$ cat config.mk
export PLATFORM = sky130hd
export DESIGN_NAME = pwm_deadtime
export DESIGN_NICKNAME = d
export VERILOG_FILES = /design/src/rtl/pwm_pkg.sv /design/src/rtl/pwm_deadtime.sv
export SDC_FILE = /design/constraint.sdc
export NUM_CORES = 1
export LEC_CHECK = 0
export ABC_AREA = 1
export CAP_MARGIN = 20
export CORE_ASPECT_RATIO = 1.4
export CORE_UTILIZATION = 35
export DETAILED_ROUTE_END_ITERATION = 8
export SYNTH_ARGS = -nofsm -noshare
export SYNTH_HDL_FRONTEND = slang
export SYNTH_SLANG_ARGS = --single-unit
$ cat constraint.sdc
create_clock -name clk_div -period 4.9 [get_ports clk_div]
set_input_delay 0.98 -clock clk_div [delete_from_list [all_inputs] [get_ports clk_div]]
set_output_delay 0.98 -clock clk_div [all_outputs]
set_load 0.02 [all_outputs]
$ cat src/rtl/pwm_pkg.sv
// -----------------------------------------------------------------------------
// pwm_pkg
// Shared definitions for the PWM output stage.
//   - dt_state_t : dead-time FSM state, fixed 3-bit encoding
//   - DT_W_DEFAULT : default width of dead-time counters and inputs
// -----------------------------------------------------------------------------
package pwm_pkg;

    localparam int DT_W_DEFAULT = 8;

    typedef enum logic [2:0] {
        IDLE  = 3'd0,   // both outputs off, waiting for enable
        LOW   = 3'd1,   // low-side gate on
        DT_LH = 3'd2,   // blanking before the high side turns on
        HIGH  = 3'd3,   // high-side gate on
        DT_HL = 3'd4    // blanking before the low side turns on
    } dt_state_t;

endpackage

$ cat src/rtl/pwm_deadtime.sv
// -----------------------------------------------------------------------------
// pwm_deadtime
// Complementary gate-drive generator with programmable dead time. Takes the
// single-ended PWM from the core and drives a high-side/low-side pair that is
// never simultaneously active. Pulses or gaps shorter than the dead time are
// swallowed rather than stretched.
//
// Ports:
//   clk_div    in   prescaled PWM clock, rising edge
//   reset      in   asynchronous, active-high
//   enable     in   synchronous run enable; low drives both outputs inactive
//   pwm_in     in   single-ended PWM, clk_div domain
//   dead_rise  in   [DT_W] blanking cycles before out_h asserts
//   dead_fall  in   [DT_W] blanking cycles before out_l asserts
//   pol_h      in   (PWM_DT_POL_EN only) inverts out_h when 1
//   pol_l      in   (PWM_DT_POL_EN only) inverts out_l when 1
//   out_h      out  high-side drive, decoded from registered state
//   out_l      out  low-side drive, decoded from registered state
//   dt_active  out  high while in a blanking state
//
// Build option: define PWM_DT_POL_EN to add per-output polarity inputs.
// Without it the outputs are active-high.
// -----------------------------------------------------------------------------
module pwm_deadtime
    import pwm_pkg::*;
#(
    parameter int DT_W = DT_W_DEFAULT
) (
    input  logic            clk_div,
    input  logic            reset,
    input  logic            enable,
    input  logic            pwm_in,
    input  logic [DT_W-1:0] dead_rise,
    input  logic [DT_W-1:0] dead_fall,
`ifdef PWM_DT_POL_EN
    input  logic            pol_h,
    input  logic            pol_l,
`endif
    output logic            out_h,
    output logic            out_l,
    output logic            dt_active
);

    dt_state_t       state, state_nxt;
    logic [DT_W-1:0] cnt, cnt_nxt;
    logic            h_raw, l_raw;

    // State and dead-time counter register.
    // NOTE: sequential state uses non-blocking assignments so every flop
    // samples the pre-edge value of every other flop.
    always_ff @(posedge clk_div or posedge reset) begin
        if (reset) begin
            state <= IDLE;
            cnt   <= '0;
        end else begin
            state <= state_nxt;
            cnt   <= cnt_nxt;
        end
    end

    // Next-state and counter logic. The counter is only loaded on entry to a
    // blanking state, so dead-time changes take effect on the next interval.
    // A zero dead time skips the blanking state, which is why the "-1" load
    // can never underflow.
    always_comb begin
        // NOTE: defaults first so no path through the case infers a latch.
        state_nxt = state;
        cnt_nxt   = cnt;

        if (!enable) begin
            // Counter intentionally kept; it is reloaded on the next DT entry.
            state_nxt = IDLE;
        end else begin
            case (state)
                IDLE: state_nxt = LOW;

                LOW: begin
                    if (pwm_in) begin
                        if (dead_rise == '0) begin
                            state_nxt = HIGH;
                        end else begin
                            state_nxt = DT_LH;
                            cnt_nxt   = dead_rise - DT_W'(1);
                        end
                    end
                end

                DT_LH: begin
                    if (!pwm_in) begin
                        state_nxt = LOW;            // pulse too short: swallow
                    end else if (cnt == '0) begin
                        state_nxt = HIGH;
                    end else begin
                        cnt_nxt = cnt - DT_W'(1);
                    end
                end

                HIGH: begin
                    if (!pwm_in) begin
                        if (dead_fall == '0) begin
                            state_nxt = LOW;
                        end else begin
                            state_nxt = DT_HL;
                            cnt_nxt   = dead_fall - DT_W'(1);
                        end
                    end
                end

                DT_HL: begin
                    if (pwm_in) begin
                        state_nxt = HIGH;           // gap too short: swallow
                    end else if (cnt == '0) begin
                        state_nxt = LOW;
                    end else begin
                        cnt_nxt = cnt - DT_W'(1);
                    end
                end

                default: state_nxt = IDLE;
            endcase
        end
    end

    // Output decode from the registered state only; no input reaches the
    // outputs combinationally, so both sides can never be on together.
    always_comb begin
        h_raw     = 1'b0;
        l_raw     = 1'b0;
        dt_active = 1'b0;
        case (state)
            LOW:          l_raw     = 1'b1;
            HIGH:         h_raw     = 1'b1;
            DT_LH, DT_HL: dt_active = 1'b1;
            default:      ;
        endcase
    end

`ifdef PWM_DT_POL_EN
    // Polarity XOR is the only logic after the state decode; in reset the
    // outputs therefore sit at the polarity values.
    assign out_h = h_raw ^ pol_h;
    assign out_l = l_raw ^ pol_l;
`else
    assign out_h = h_raw;
    assign out_l = l_raw;
`endif

endmodule

======== Word level (Yosys, flattened, before mapping) ========
Index checks and enable logic that the tools add are counted.
storage, ports and cells
  register bits ........................... 11
  input port bits ......................... 20
  output and inout port bits .............. 3
  logic and storage cells ................. 48
cells by class
  add/subtract/negate cells ............... 3
  equal/unequal tests ..................... 14
  reduce and logical (&&, ||, !) cells .... 8
  muxes and demuxes ....................... 21
operators with widths
  operator                                                                number
  8-bit two-way mux                                                       7
  8-bit case mux with 4 select lines                                      1
  8-bit logical NOT                                                       3
  3-bit two-way mux                                                       8
  8-bit by 1-bit subtractor with 8-bit output (second input constant)     3
  3-bit case mux with 5 select lines                                      1
  2-bit != test (second input constant)                                   6
  4-bit != test (second input constant)                                   2
  8-bit AND reduction                                                     1
  3-bit by 2-bit equality test with 1-bit output (second input constant)  2
  3-bit != test (second input constant)                                   2
  1-bit two-way mux                                                       4
  4-bit AND reduction                                                     1
  4-bit nonzero test                                                      1
  3-bit by 1-bit equality test with 1-bit output (second input constant)  1
  3-bit equality test (second input constant)                             1
  3-bit logical NOT                                                       1
  2-bit OR reduction                                                      1

======== Longest topological paths before layout ========
  depth after elaboration ................. 5
  gate-level depth with buffers ........... 15
  gate-level depth less buffers ........... 14

======== Least setup slack after synthesis ========
Ideal clock, no wire load.
  path kind ............................... input -> register
  start point ............................. input port dead_fall[0]
  end point ............................... register cnt[6]
  library setup time ...................... 0.117 ns
  path buffers ............................ 0
  stages on the path ...................... 11
  setup slack ............................. 2.889 ns
  required time ........................... 4.783 ns
  arrival time ............................ 1.893 ns
  path through ............................ inv_1 -> nand2_1 -> o211ai_1 -> nand2_1 -> inv_1 -> ha_1 -> nand2_1 -> nor2_1 -> nand3_1 -> nand3_1 -> nand2_1
on the way
  cells in the longest elaborated chain, start to end .. 4
  elaborated cells on any way between the ends .. 7
  those cells by class .................... 1 x add/sub; 1 x eq/ne; 3 x mux; 2 x reduce/logical
RTL lines
  item                                         line                 text
  start: declaration                           pwm_deadtime.sv:34   input logic [DT_W-1:0] dead_fall,
  8-bit by 1-bit subtractor with 8-bit output  pwm_deadtime.sv:104  cnt_nxt = dead_fall - DT_W'(1);
  8-bit two-way mux                            pwm_deadtime.sv:100  if (dead_fall == '0) begin
  8-bit two-way mux                            pwm_deadtime.sv:99   if (!pwm_in) begin
  8-bit case mux with 4 select lines           pwm_deadtime.sv:74   case (state)
  end signal: assignment                       pwm_deadtime.sv:57   cnt <= cnt_nxt;
  end: declaration                             pwm_deadtime.sv:45   logic [DT_W-1:0] cnt, cnt_nxt;
Parallel ways exist; a longest one is shown, timed or not. The select of a mux whose other input is x is not followed.
A chain may end at the register's enable or synchronous reset.

======== Worst setup path after layout ========
  start point ............................. register state[1]
  end point ............................... output port dt_active
on the way
  cells in the longest elaborated chain, start to end .. 3
  elaborated cells on any way between the ends .. 4
  those cells by class .................... 2 x eq/ne; 1 x mux; 1 x reduce/logical
RTL lines
  item                                                                                   line                 text
  start: declaration                                                                     pwm_deadtime.sv:44   dt_state_t state, state_nxt;
  start signal: assignment                                                               pwm_deadtime.sv:56   state <= state_nxt;
  3-bit equality test or 3-bit by 2-bit equality test with 1-bit output (tied branches)  pwm_deadtime.sv:130  case (state)
  2-bit OR reduction *                                                                   pwm_deadtime.sv:130
  1-bit two-way mux *                                                                    pwm_deadtime.sv:130
  end: declaration                                                                       pwm_deadtime.sv:41   output logic dt_active
Mark *: on every way between the ends. The rest lies on a longest branch, timed or not.

==> results by stage <==
Outcome:
- The run finished with clean final reports.

STA:
- In the final timing run, aggregate negative setup slack is 0 ns.
- For this run, the top clock speed supported by timing is 353 MHz.
- The final number of max-transition violations is 0.
- The clock period could shrink to 2.83 ns.
- The worst hold margin is 0.487 ns.
- On the final layout, the worst clock skew is 0.00420 ns.
- Setup repair after global routing left no endpoint under its margin.
- Headroom to the max-slew limit came out at 68.8%.
- At the pin with the least slew margin, the transition time is 0.467 ns.
- In the finished design, the share of the clock period the worst path needs comes to 57.8%.
- The number of setup violations in the final report is 0.
- The number of hold violations in the final report came to 0.

Power and ir drop:
- The clock share of power is 12.8%.
- The sequential share of power is 31.5%.
- The total power draw is 0.000483 W.
- Combinational logic burns 55.8% of the power.
- The power density normalized to cell area is 381 nW/um^2.
- Net switching is 46.7% of the power.
- The leakage power is 0.619 nW.
- The net load switching power is 0.000226 W.
- The internal portion of the total power is 0.000258 W.
- The worst-case IR drop observed on VDD is 0.251 mV.

Worst setup path:
- The depth of the most critical reg-to-reg path is 13.
- The buffering stage count on the worst path with inverters included is 1.
- Traced cell by cell, the critical path runs through nor2_1, nand2_1, nand2_2, clkdlybuf4s50_1.
- The kind of end point of the critical path is a primary output.
- For the worst setup path, the data required time is 3.92 ns.
- The worst register-to-register path has a setup slack of 2.67 ns.
- The master of the slowest instance on the critical path is sky130_fd_sc_hd__clkdlybuf4s50_1.
- The capturing point of the worst reg2reg path is cnt[6].
- The type of origin of the critical path is a register.
- In this design, the largest share of critical-path delay is due to buffers and inverters.
- The reg-to-reg startpoint is state[1].
- Data arrives at the worst endpoint at 1.85 ns.
- The maximum fanout count along the critical path is 11.
- The largest single stage delay on the critical path is 0.65 ns.
- The critical path start-end classification is register to primary output.

Final layout:
- With fillers left out, the area of the finished cells amounts to 1270 um^2.
- The area growth from synthesis to layout is 24.9%.
- The library cell used most frequently in the layout, excluding fill and tap cells, is sky130_fd_sc_hd__nand2_1.
- The finished layout holds 230 standard cells, fillers aside.
- The number of inserted filler cells in the final layout is 320.
- The number of diodes is 0.
- The fraction of layout instances using a drive strength above 1 is 6.19%.
- The final net count is 216.
- In the layout the commonest cells are sky130_fd_sc_hd__nand2_1, sky130_fd_sc_hd__inv_1, sky130_fd_sc_hd__clkdlybuf4s50_1.

Route:
- The number of DRC markers after the initial detailed-route iteration is 40.
- After detailed routing, the average wire length per cell comes to 11.5 um.
- The total detailed-routing wirelength is 2.64 mm.
- The count of nets left with antenna violations after detail routing is 0.
- Using the TritonRoute via totals, the vias-per-cell ratio works out to 4.94.
- The count of vias placed by the detailed router is 1137.
- The number of optimization iterations in the first detailed-route pass is 4.
- In the routed design, unresolved DRC markers number 0.

Die:
- The initial utilization of the core area, before any placement, comes to 37.7%.
- The floorplan step set the die width to 47.5 um.
- The number of ports placed on the die boundary is 23.
- The vertical extent of the die is 65.8 um.
- The core box area is 2700 um^2.
- The die covers 3130 um^2.
- The standard-cell row count is 22.

Run:
- Across the run, the number of max-cap violations was 0.

GRT:
- The via count of the first global-routing pass came to 1088.
- The first-pass GRT wire length is 4.39 mm.
- For this run the aggregate overflow at the end of global routing stands at 0.
- The total global-route track usage is 19.3%.
- The number of antenna violations at the first check in global routing is 0.
- The largest net degree at the start of global routing is 13.

Min path:
- The cell depth of the worst min-delay path is 2.
- The worst hold path begins at cnt[7].
- The min-delay analysis places its worst path in the category register to register.
- The worst min-delay path endpoint is cnt[7].

Clock tree:
- After clock tree synthesis, the clock-pin slew on the worst setup and hold paths is 0.07 ns.
- The clock drives 11 sinks.
- In this run the number of H-tree levels came out at 1.
- In this run, CTS created clock tree buffers numbering 3.
- Post-CTS timing repair inserted 0 buffers for setup.
- The post-cts repair resize count is 0.
- The cts-stage hold buffer count is 0.
- The clock latency on the worst-skew pair is 0.27 ns.
- The clock root buffer is sky130_fd_sc_hd__clkbuf_4.
- TritonCTS built the clock tree.
- The clock passes through at most 2 buffers.

Synthesis:
- The post-synthesis net count is 193.
- The proportion of synthesized chip area in sequential cells is 27.1%.
- Counting flops with an async set or reset pin after synthesis yields a share of 100%.
- Among all flip-flop cells after synthesis, the most frequent one is sky130_fd_sc_hd__dfrtp_1.
- The mean instance size in the synthesized netlist is 5.91 um^2.
- In this run, synthesis inferred 0 flip-flops with an integrated enable.
- The number of distinct library cells after synthesis is 22.
- Yosys printed 0 warnings.
- After synthesis the netlist holds a flip-flop and latch count of 11.
- The post-synth design cell area is 1020 um^2.
- Synthesis handed over a netlist of 172 instances.

Place:
- Once placement finished, the instance area stood at 1240 um^2.
- The number of I/O port buffers is 22.
- The global placement routability congestion is 0.852.
- After detailed placement, the design holds a cell count of 226.
- The post-DP HPWL is 2.21 mm.
layout make-up:
class                           instances  area [um^2]  area share (%)
Clock buffer                            4         26.3            2.07
Inverter                               29          109            8.58
Multi-Input combinational cell        128          593            46.7
Sequential cell                        11          275            21.7
Tap cell                               36         45.0            3.55
Timing Repair Buffer                   22          220            17.4
logic make-up (layout without fill, tap and decap cells):
| kind of cell | count (synthesis) | in the layout | share of synthesized area (%) |
|---|---|---|---|
| compound gates | 20 | 20 | 11.5 |
| fa+ha+maj | 1 | 1 | 1.23 |
| buf+inv | 33 | 55 | 14.5 |
| flops | 11 | 11 | 27.1 |
| simple gates | 107 | 107 | 45.7 |
metal layers:
metal  vias up  share of wire, %  global-route usage (%)
li1        582                 -                       -
met1       531                40                    21.3
met2        20                56                    35.4
met3         4               2.6                    4.40
met4         0               1.2                    4.17
met5         -                 0                       0
synthesized netlist by cell type, types with 2 or more instances:
master	instances	area, um^2
sky130_fd_sc_hd__a21oi_1	2	10.0
sky130_fd_sc_hd__dfrtp_1	11	275
sky130_fd_sc_hd__o211ai_1	4	30.0
sky130_fd_sc_hd__o21ai_0	8	40.0
sky130_fd_sc_hd__o21ai_1	4	20.0
sky130_fd_sc_hd__nand3_1	19	95.1
sky130_fd_sc_hd__nor2_1	14	52.6
sky130_fd_sc_hd__inv_1	25	93.8
sky130_fd_sc_hd__inv_2	4	15.0
sky130_fd_sc_hd__nand2_1	66	248
sky130_fd_sc_hd__nand4_1	2	12.5
sky130_fd_sc_hd__buf_6	3	33.8
worst reg2reg max path, stage by stage (launching register included):
cell and delay (ns):
sky130_fd_sc_hd__dfrtp_1 0.48, sky130_fd_sc_hd__nor2_1 0.14, sky130_fd_sc_hd__nand2_1 0.10, sky130_fd_sc_hd__nand2_2 0.22
sky130_fd_sc_hd__inv_2 0.13, sky130_fd_sc_hd__o211ai_1 0.13, sky130_fd_sc_hd__nand2_1 0.13, sky130_fd_sc_hd__inv_1 0.10
sky130_fd_sc_hd__ha_1 0.16, sky130_fd_sc_hd__nand2_1 0.09, sky130_fd_sc_hd__nor2_1 0.18, sky130_fd_sc_hd__nand3_1 0.09
sky130_fd_sc_hd__nand3_1 0.09, sky130_fd_sc_hd__nand2_1 0.06
metrics by stage:
stage               utilization, %  setup slack [ns]
finish                        47.0              2.07
CTS                           47.0              2.06
floorplan                        -              2.89
global placement              46.1              2.21
global route                  47.0              1.94
detailed placement            46.1              2.22
worst max-delay path by stage:
stage | cells past startpoint | from | end
CTS | 4 | state[1] | dt_active
detailed placement | 11 | dead_rise[0] | cnt[4]
floorplan | 11 | dead_fall[0] | cnt[6]
finish | 4 | state[1] | dt_active
global route | 4 | state[1] | dt_active
global placement | 11 | dead_rise[0] | cnt[4]
registers in the layout, indices dropped and copies added (netlist names):
name	flops
cnt	8
state	3
power by group through the flow:
stage	Combinational [W]	Sequential (W)	Clock, W
6_report	0.000270	0.000152	0.0000617
5_1_grt	0.000310	0.000158	0.0000699
4_1_cts	0.000274	0.000153	0.0000625
3_5_place_dp	0.000272	0.000154	0
3_3_place_gp	0.000268	0.000153	0
2_1_floorplan	0.000213	0.000143	0
Power figures use the tool's default switching activity.
